==> src/rtl/trdb_pkg.sv <==
// Shared types and constants for the trace word buffer: control states and
// the overflow marker layout.
package trdb_pkg;

  typedef enum logic [1:0] {
    RUN  = 2'd0,
    DROP = 2'd1,
    MARK = 2'd2
  } trdb_state_e;

  localparam logic [1:0]  TRDB_OVF_TAG = 2'b11;
  localparam logic [15:0] TRDB_CNT_MAX = 16'hFFFF;

  // Marker word: {dropped count, 9 reserved zeros, overflow tag, source id}
  function automatic logic [31:0] trdb_marker(input logic [15:0] cnt, input logic [4:0] id);
    return {cnt, 9'b0, TRDB_OVF_TAG, id};
  endfunction

endpackage

==> src/rtl/trdb_word_buffer_if.sv <==
// Push/pop bus between the buffer control logic and its storage FIFO.
interface trdb_word_buffer_if #(
  parameter int WIDTH = 32,
  parameter int DEPTH = 16
);
  logic                     push;
  logic                     pop;
  logic [WIDTH-1:0]         wdata;
  logic [WIDTH-1:0]         rdata;
  logic                     full;
  logic                     empty;
  logic [$clog2(DEPTH):0]   level;

  modport master (output push, pop, wdata, input rdata, full, empty, level);
  modport slave  (input push, pop, wdata, output rdata, full, empty, level);
endinterface

==> src/rtl/trdb_sync_fifo.sv <==
// First-fall-through synchronous FIFO; the head word is visible while not empty
// and reads as zero when empty.
module trdb_sync_fifo #(
  parameter int WIDTH = 32,
  parameter int DEPTH = 16
) (
  input  logic               clk_i,
  input  logic               rst_i,
  trdb_word_buffer_if.slave  bus
);
  localparam int AW = $clog2(DEPTH);

  logic [WIDTH-1:0] mem [DEPTH];
  logic [AW:0]      wr_ptr_reg;
  logic [AW:0]      rd_ptr_reg;
  logic             do_push;
  logic             do_pop;

  // Extra pointer bit separates full (MSBs differ) from empty (all equal)
  assign bus.empty = (wr_ptr_reg == rd_ptr_reg);
  assign bus.full  = (wr_ptr_reg[AW] != rd_ptr_reg[AW]) &&
                     (wr_ptr_reg[AW-1:0] == rd_ptr_reg[AW-1:0]);
  assign bus.level = wr_ptr_reg - rd_ptr_reg;

  // Full is judged before the pop, so push and pop together on a full FIFO succeed
  assign do_pop  = bus.pop && !bus.empty;
  assign do_push = bus.push && (!bus.full || do_pop);

  assign bus.rdata = bus.empty ? '0 : mem[rd_ptr_reg[AW-1:0]];

  always_ff @(posedge clk_i) begin
    if (rst_i) begin
      wr_ptr_reg <= '0;
      rd_ptr_reg <= '0;
    end else begin
      if (do_push) wr_ptr_reg <= wr_ptr_reg + 1'b1;
      if (do_pop)  rd_ptr_reg <= rd_ptr_reg + 1'b1;
    end
  end

  always_ff @(posedge clk_i) begin
    if (do_push) mem[wr_ptr_reg[AW-1:0]] <= bus.wdata;
  end

endmodule

==> src/rtl/trdb_word_buffer.sv <==
// Trace word buffer: drops words on overflow, counts them, and once the buffer
// has drained to half full inserts a marker word carrying the drop count.
module trdb_word_buffer
  import trdb_pkg::*;
#(
  parameter int          DEPTH = 16,
  parameter int unsigned ID    = 1
) (
  input  logic                     clk_i,
  input  logic                     rst_i,
  input  logic                     clear_i,
  input  logic [31:0]              word_i,
  input  logic                     word_valid_i,
  output logic [31:0]              data_o,
  output logic                     valid_o,
  input  logic                     ready_i,
  output logic [$clog2(DEPTH):0]   level_o,
  output logic                     overflow_o,
  output logic [15:0]              drop_cnt_o
);
  localparam int         LW     = $clog2(DEPTH) + 1;
  localparam logic [4:0] SRC_ID = ID[4:0];
  localparam logic [LW-1:0] HALF = LW'(DEPTH / 2);

  trdb_state_e   state_reg, state_next;
  logic [15:0]   drop_cnt_reg, drop_cnt_next;
  logic          overflow_reg, overflow_next;
  logic          flush;
  logic          pop;
  logic          space;
  logic          drop;
  logic [LW-1:0] post_level;

  trdb_word_buffer_if #(.WIDTH(32), .DEPTH(DEPTH)) fifo_bus ();

  trdb_sync_fifo #(.WIDTH(32), .DEPTH(DEPTH)) u_fifo (
    .clk_i (clk_i),
    .rst_i (flush),
    .bus   (fifo_bus)
  );

  assign flush = rst_i || clear_i;
  assign pop   = !fifo_bus.empty && ready_i;
  assign space = !fifo_bus.full || pop;
  // In DROP and MARK nothing from upstream is stored, so only the pop moves the level
  assign post_level = fifo_bus.level - LW'(pop);

  assign fifo_bus.pop = pop;

  always_comb begin
    state_next     = state_reg;
    drop_cnt_next  = drop_cnt_reg;
    overflow_next  = overflow_reg;
    drop           = 1'b0;
    fifo_bus.push  = 1'b0;
    fifo_bus.wdata = word_i;
    case (state_reg)
      RUN: begin
        if (word_valid_i) begin
          if (space) begin
            fifo_bus.push = 1'b1;
          end else begin
            drop          = 1'b1;
            overflow_next = 1'b1;
            state_next    = DROP;
          end
        end
      end
      DROP: begin
        drop = word_valid_i;
        if (post_level <= HALF) state_next = MARK;
      end
      MARK: begin
        if (word_valid_i) begin
          drop = 1'b1;
        end else if (space) begin
          fifo_bus.push  = 1'b1;
          fifo_bus.wdata = trdb_marker(drop_cnt_reg, SRC_ID);
          drop_cnt_next  = '0;
          state_next     = RUN;
        end
      end
      default: state_next = RUN;
    endcase
    if (drop && (drop_cnt_reg != TRDB_CNT_MAX)) drop_cnt_next = drop_cnt_reg + 16'd1;
  end

  always_ff @(posedge clk_i) begin
    if (flush) begin
      state_reg    <= RUN;
      drop_cnt_reg <= '0;
      overflow_reg <= 1'b0;
    end else begin
      state_reg    <= state_next;
      drop_cnt_reg <= drop_cnt_next;
      overflow_reg <= overflow_next;
    end
  end

  assign data_o     = fifo_bus.rdata;
  assign valid_o    = !fifo_bus.empty;
  assign level_o    = fifo_bus.level;
  assign overflow_o = overflow_reg;
  assign drop_cnt_o = drop_cnt_reg;

endmodule

==> config.mk <==
export PLATFORM = sky130hd
export DESIGN_NAME = trdb_word_buffer
export DESIGN_NICKNAME = d
export VERILOG_FILES = /design/src/rtl/trdb_pkg.sv /design/src/rtl/trdb_word_buffer_if.sv /design/src/rtl/trdb_sync_fifo.sv /design/src/rtl/trdb_word_buffer.sv
export SDC_FILE = /design/constraint.sdc
export NUM_CORES = 1
export LEC_CHECK = 0
export ABC_CLOCK_PERIOD_IN_PS = 11000
export CORE_MARGIN = 2
export CORE_UTILIZATION = 45
export CTS_CLUSTER_SIZE = 8
export DETAILED_ROUTE_END_ITERATION = 8
export PLACE_DENSITY = 0.59
export SETUP_SLACK_MARGIN = 0.4
export SYNTH_ARGS = -nofsm -noshare
export SYNTH_HDL_FRONTEND = slang
export SYNTH_SLANG_ARGS = --single-unit
==> constraint.sdc <==
create_clock -name clk_i -period 11 [get_ports clk_i]
set_input_delay 1.65 -clock clk_i [delete_from_list [all_inputs] [get_ports clk_i]]
set_output_delay 1.65 -clock clk_i [all_outputs]
set_load 0.03 [all_outputs]
==> impl_results.md, run 1 <==
* Outcome: completed
* Reg clk slew, reported paths at roughly 60 ps
* Layout cells sized above 1 at 26.30%
* Synth Net Count at between 1000 and 1500
* Max reg flops at 512
* Final antenna-violating net count at 0
* Initial Utilization at a little under half
* Xor/xnor share of the synthesized area at less than 1%
* Post-layout nets at 1235
* Compound-cell area share of the yosys netlist at approximately 1.7%
* Ys async rst share at 0%
* Die Wd at 223.4 µm
* CTS tree: done
* Main combinational cell family by area after synthesis: multiplexers
* Cell Pwr Density at between 150 and 200 nW/µm²
* First-pass iteration count of the detailed router at 5
* Critical path peak fanout at 42
* Mean Syn Cell Area at 21.01 µm²
* Max Root-Sink Buffers at 3
* Inserted Diodes at 0
* PostCTS Resize Cnt at 0
* Vias in the first global route at 11280
* Leak at roughly 0.008 µW
* Synth-to-layout area growth at 18.36%
* CTS buffer count at 78
* Setup bufs post-CTS at 0
* Core Area at 47650 µm²
* Sequential share of the synthesized area at around 74%
* Die Y at 223.4 µm
* Reg2reg path depth at 11
* Largest net degree at the start of global routing at 54
* DR WL/cell at about 27 µm
* Count of cell types in the netlist at 49
* Worst Path Required at about 9400 ps
* Max-slew violations at 0
* I/O pins at 92
* Global-route wire length before repair at roughly 73000 µm
* Worst-Margin Slew at 926.4 ps
* Post-layout util at 53.80%
* Die Footprint at 49900 µm²
* Clk_skew at 31.22 ps
* DR vias at 10570
* Synthesized area at 21660 µm²
* Max cap viols at 0
* Clock root buffer: clkbuf_16
* Fin area at 25630 µm²
* Clock sink total at between 500 and 600
* DRC errors left at 0
* Launch point of the worst hold path: overflow_o
* Critical R2R Capture: state_reg[0]
* Placed cell area at around 23000 µm²
* Worst hold slack at roughly 490 ps
* GPL Wtd Cong at approximately 0.77
* PortBufs at 91
* Synth warnings at 0
* FF-to-FF setup slack at 7450 ps
* Rows at 80
* Setup_tns at 0 ps
* Proportion of synthesized area in mux cells at around 18%
* Critical path capture point type: primary output
* Final Hold Viols at 0
* F_max at ~170 MHz
* Starting DRC count in detailed routing at a little over 1000
* Post-synthesis adder-cell area fraction at under 10%
* Post-CTS Hold Buffers at 0
* Setup violation total in the final timing report at 0
* Drt via density at 5.796
* Initial antenna violation count at 1
* Tcrit/Tclk final at between 50% and 60%
* CP Launch Type: flop
* Clock H-tree levels at 3
* RSZ-0062 raised after global routing: no
* Max-slew headroom at 38.24%
* Worst-Skew Late Latency at roughly 600 ps
* Ys flop type: edfxtp_1
* Total Wirelength at between 40000 and 50000 µm
* Worst EP arrival at around 4300 ps
* Critical R2R Launch: u_fifo.wr_ptr_reg[2]
* Area share of and/or/nand/nor cells after synthesis at 3.969%
* Worst hold path cell count at 2
* Mapped Cells at 1031
* EDFF count, synth at approximately 510
* Number of synthesized register bits at about 550
* Worst vdd ir at just under 0.1 mV
* Hold EP: overflow_o
* CP Class: reg -> out
* GR Util All Layers at around a fifth
* Hold Path Class: reg -> reg
* Grt ovf at 0
* Hpwl dp at 24570 µm
* Min Tclk post-route at roughly 6000 ps
## cell families (layout without fill, tap and decap cells)
family	Yosys count	count (layout)
adders and majority gates	17	17
and+or+nand+nor	162	162
muxes	177	177
DFF	545	545
AOI/OAI and AO/OA	51	51
xor gates and xnor gates	14	14
buffers and inverters	65	243
## area by class of cell
class,count,area (µm²)
Tap cell,615,769.5
Inverter,18,67.56
Multi-Input combinational cell,421,5494
Clock buffer,103,2110
Timing Repair Buffer,117,1106
Clock inverter,5,42.54
Sequential cell,545,16050
Fill cell,3690,22010
## stage by stage
step	cells	setup WS [ps]	power, µW
floorplan	1031	6058	2420
global placement	1716	5526	2483
detailed placement	1716	5521	2486
CTS	1824	4895	4624
global route	1824	4707	4712
finish	1824	5042	4578
## routing by layer
layer | part of all wire [%] | GRT usage, % | wire (µm) | up-vias
met5 | 0 | 0 | 0 | -
met2 | 49 | 32.91 | 23960 | 313
met3 | 5.3 | 3.582 | 2599 | 76
met4 | 2.0 | 6.538 | 980 | 0
li1 | - | - | - | 4546
met1 | 44 | 28.23 | 21570 | 5637
## cell usage in the layout, fill, tap and decap left out, types with 5 or more instances in the layout
| master | instances |
|---|---|
| edfxtp_1 | 512 |
| mux4_2 | 160 |
| clkdlybuf4s50_1 | 91 |
| clkbuf_16 | 81 |
| nor2b_1 | 34 |
| dfxtp_1 | 29 |
| nand2_1 | 26 |
| buf_4 | 26 |
| nor2_1 | 22 |
| clkbuf_1 | 22 |
| o21ai_0 | 19 |
| inv_1 | 18 |
| ha_1 | 16 |
| mux2_2 | 14 |
| and2_1 | 14 |
| nor2_4 | 13 |
| nand3_1 | 10 |
| nor3_1 | 8 |
| a21oi_1 | 7 |
| xor2_1 | 7 |
| nand4_1 | 6 |
| and3_1 | 6 |
| xnor2_1 | 6 |
| nand2b_1 | 5 |
| o211ai_1 | 5 |
## worst max-delay path, stage by stage (launching register included)
cell and delay (ps):
dfxtp_4 920, buf_4 800, mux4_2 590, mux4_2 530, nor2b_1 160, clkdlybuf4s50_1 640
## where the power goes
part / internal [µW] / switching, µW
combinational: 65.7 / 89.4
clock: 1320 / 817
sequential: 2280 / 5.43
total: 3670 / 911
## how the worst max path moves through the flow
| stage | from | to | cells after the start |
|---|---|---|---|
| final | flop | data_o[27] | 5 |
| after global routing | flop | data_o[5] | 5 |
| after CTS | flop | data_o[5] | 5 |
| after detailed placement | flop | data_o[5] | 5 |
| after global placement | flop | data_o[27] | 5 |
| after floorplan | word_valid_i | u_fifo.mem[3][0] | 4 |
## synthesized netlist by cell type (2+ instances only)
cell      instances  area, µm²
o211ai_1          5      37.54
clkbuf_1         28      105.1
a31oi_1           3      18.77
inv_1            18      67.56
edfxtp_1        512      15370
o31ai_1           3      22.52
o21ai_0          19      95.09
mux2i_1           3      30.03
nand4_1           6      37.54
and4_1            2      17.52
buf_1             3      11.26
nand3_1          10      50.05
buf_2            16      80.08
o221a_2           2      22.52
and3_1            6      37.54
mux2_2           14      157.7
mux4_2          160       3603
a21oi_1           7      35.03
dfxtp_1          33      660.6
xor2_1            7      61.31
o21ai_1           2      10.01
nand3b_1          2      15.01
nor2_1           35      131.4
ha_1             16      200.2
and2_1           14      87.58
xnor2_1           6      52.55
nand2_1          26      97.59
nor3_1           12      60.06
nand2b_1          5      31.28
a21boi_0          2      15.01
nor2b_1          34      212.7
or3_1             3      18.77
Note: power is estimated with default switching activity, not from simulation.
==> inputs of run 2 (changes only) <==
ABC_CLOCK_PERIOD_IN_PS = 5700   (was 11000)
clock period = 5.7 ns   (was 11 ns; I/O delays follow)
==> run 2 against run 1 <==
  * Final area rose by 0.49%
  * Clock skew fell by 15 ps
  * Core utilization rose by 0.27 points
  * Worst setup slack got worse by 3900 ps
  * Sequential power rose by 93%
  * Sequential share of layout area fell by 0.31 points
  * Global-route usage rose by 0.11 points
  * Non-clock buffer count rose by 9
  * Highest routed layer unchanged
==> impl_results.md, run 2 (synthesized netlist as in run 1, its figures left out) <==
* CP cell instances: buf_12 -> mux4_2 -> mux4_2 -> nor2b_1 -> clkdlybuf4s50_1
* Worst-Skew Late Latency at 600 ps (about the same)
* Hpwl dp at 26930 µm (+9.6%)
* PostCTS Resize Cnt at 0 (unchanged)
* F_max at 217.5 MHz
* DR vias at 10700 (+1.2%)
* Leak at 0.007955 µW (+0.72%)
* DR WL/cell at 26.70 µm (-0.84%)
* Critical path peak fanout at 37 (-12%)
* Core Area at 47650 µm² (unchanged)
* Worst EP arrival at 3740 ps (-570 ps)
* Drt via density at 5.824 (+0.48%)
* CTS buffer count at 78 (unchanged)
* Worst Path Required at 4850 ps (-4500 ps)
* Fin area at 25760 µm² (+0.49%)
* Setup_tns at 0 ps (unchanged)
* Vias in the first global route at 11460 (+1.6%)
* RSZ-0062 raised after global routing: no
* Inserted Diodes at 0 (unchanged)
* CP Launch Type: flop
* Worst vdd ir at 0.1948 mV (+100%)
* CP max stage delay at 910 ps (about the same)
* Global-route wire length before repair at 73550 µm (+0.68%)
* Top delay family on crit path: multiplexers
* Setup violation total in the final timing report at 0 (unchanged)
* Switching share of total power at 20.32% (+0.42 points)
* Synth-to-layout area growth at 18.94%
* Outcome: completed
* Die Wd at 223.4 µm (unchanged)
* Critical-path top delay cell: dfxtp_4
* Initial antenna violation count at 2 (+1)
* Int Pwr at 7027 µW (+92%)
* Worst hold path cell count at 2 (unchanged)
* PortBufs at 91 (unchanged)
* First-pass iteration count of the detailed router at 5 (unchanged)
* Final Hold Viols at 0 (unchanged)
* Die Y at 223.4 µm (unchanged)
* Clock share of power at 46.5% (about the same)
* Reg2reg path depth at 9 (-2)
* Largest net degree at the start of global routing at 60 (+11%)
* Max cap viols at 0 (unchanged)
* Inst Count DP at 1725 (+0.52%)
* Clock H-tree levels at 3 (unchanged)
* Cell Pwr Density at 342.4 nW/µm² (+92%)
* CTS tree: done
* Post-CTS Hold Buffers at 0 (unchanged)
* Clk_skew at 16.25 ps (-14.97 ps)
* Filler cells at 3659 (-0.84%)
* Max reg flops at 512 (unchanged)
* Final antenna-violating net count at 0 (unchanged)
* Die Footprint at 49900 µm² (unchanged)
* Post-layout nets at 1244 (+0.73%)
* Seq pwr share at 50.1% (about the same)
* Hold Path Class: reg -> reg
* CP Class: reg -> out
* GR Util All Layers at 20.39% (+0.11 points)
* Clock root buffer: clkbuf_16
* Starting DRC count in detailed routing at 947 (-8.6%)
* Placed cell area at 23600 µm² (+0.50%)
* Cell Count, Final, Fillers Out at 1838 (+0.77%)
* Critical Path Stages at 5 (unchanged)
* I/O pins at 92 (unchanged)
* Critical path capture point type: primary output
* Reg clk slew, reported paths at 50 ps (about the same)
* Most common cell on crit path: mux4_2
* Gate power share at 3.4% (about the same)
* Max-slew headroom at 28.39% (-9.9 points)
* Layout cells sized above 1 at 26.74% (+0.43 points)
* Multi-input combinational cell area at 5494 µm² (unchanged)
* Setup bufs post-CTS at 0 (unchanged)
* Total Wirelength at 49070 µm (about the same)
* Max Root-Sink Buffers at 3 (unchanged)
* Area occupied by registers at 16050 µm² (unchanged)
* Most frequent cells in the layout: edfxtp_1, mux4_2, clkdlybuf4s50_1
* Post-layout util at 54.07% (+0.27 points)
* Initial Utilization at 45.46% (unchanged)
* Worst-Margin Slew at 1072 ps (+145.2 ps)
* Max-slew violations at 0 (unchanged)
* Rows at 80 (unchanged)
* Switching pwr at 1793 µW (+97%)
* Min Tclk post-route at roughly 4600 ps
* GPL Wtd Cong at 0.7766 (+1.5%)
* Grt ovf at 0 (unchanged)
* Worst Path Buf+Inv at 2 (unchanged)
* DRC errors left at 0 (unchanged)
* Clock sink total at 545 (unchanged)
* Commonest non-fill, non-tap cell in the layout: edfxtp_1
* Tcrit/Tclk final at roughly four fifths
run 2: cell types whose count changed in the layout (fill, tap and decap cells not counted), sizes merged:
cell      change
buf           +9
clkbuf        +2
clkinv        +6
clkinvlp      -1
inv           -2
run 2: stage by stage:
stage / hold WS, ps / worst slack, ps / power, µW
3_5_place_dp: 467.8 / 1648 / 4803
4_1_cts: 491.4 / 1012 / 8913
5_1_grt: 515.5 / 893.8 / 9090
6_report: 491.3 / 1101 / 8820
3_3_place_gp: 466.3 / 1650 / 4798
2_1_floorplan: 502.0 / 1481 / 4670
run 2: worst register-to-register path, cell delays in order, from the launching register on:
cell and delay [ps]:
dfxtp_1 410, inv_1 120, ha_1 380, nand4_1 280
o311ai_4 950, buf_4 440, nand2_1 130, nor2_1 470
o21ai_0 180, o31ai_1 90
run 2: area by class of cell:
cell class,instances,area share (%)
Clock buffer,105,7.970
Clock inverter,8,0.4177
Inverter,18,0.2623
Multi-Input combinational cell,421,21.33
Sequential cell,545,62.29
Tap cell,615,2.987
Timing Repair Buffer,126,4.750
run 2: path summary, 6_finish.rpt:
kind	from	endpoint	slack, ps
worst max-delay path	flop	data_o[30]	1100
worst min register to register	overflow_o	overflow_o	490
worst min-delay path	overflow_o	overflow_o	490
worst max register to register	u_fifo.wr_ptr_reg[0]	drop_cnt_o[14]	2170
run 2: power by group through the flow:
stage / logic (µW) / clock network, µW / registers, µW
final: 303 / 4100 / 4420
after global routing: 327 / 4350 / 4420
after CTS: 309 / 4180 / 4420
after detailed placement: 309 / 0 / 4490
after global placement: 305 / 0 / 4490
after floorplan: 182 / 0 / 4490
run 2: per-layer routing:
| metal | vias up | track usage (%) | part of all wire (%) |
|---|---|---|---|
| met5 | - | 0 | 0 |
| met4 | 0 | 5.355 | 1.4 |
| met3 | 54 | 3.134 | 5.2 |
| met2 | 329 | 32.42 | 48 |
| met1 | 5743 | 29.85 | 45 |
| li1 | 4578 | - | - |
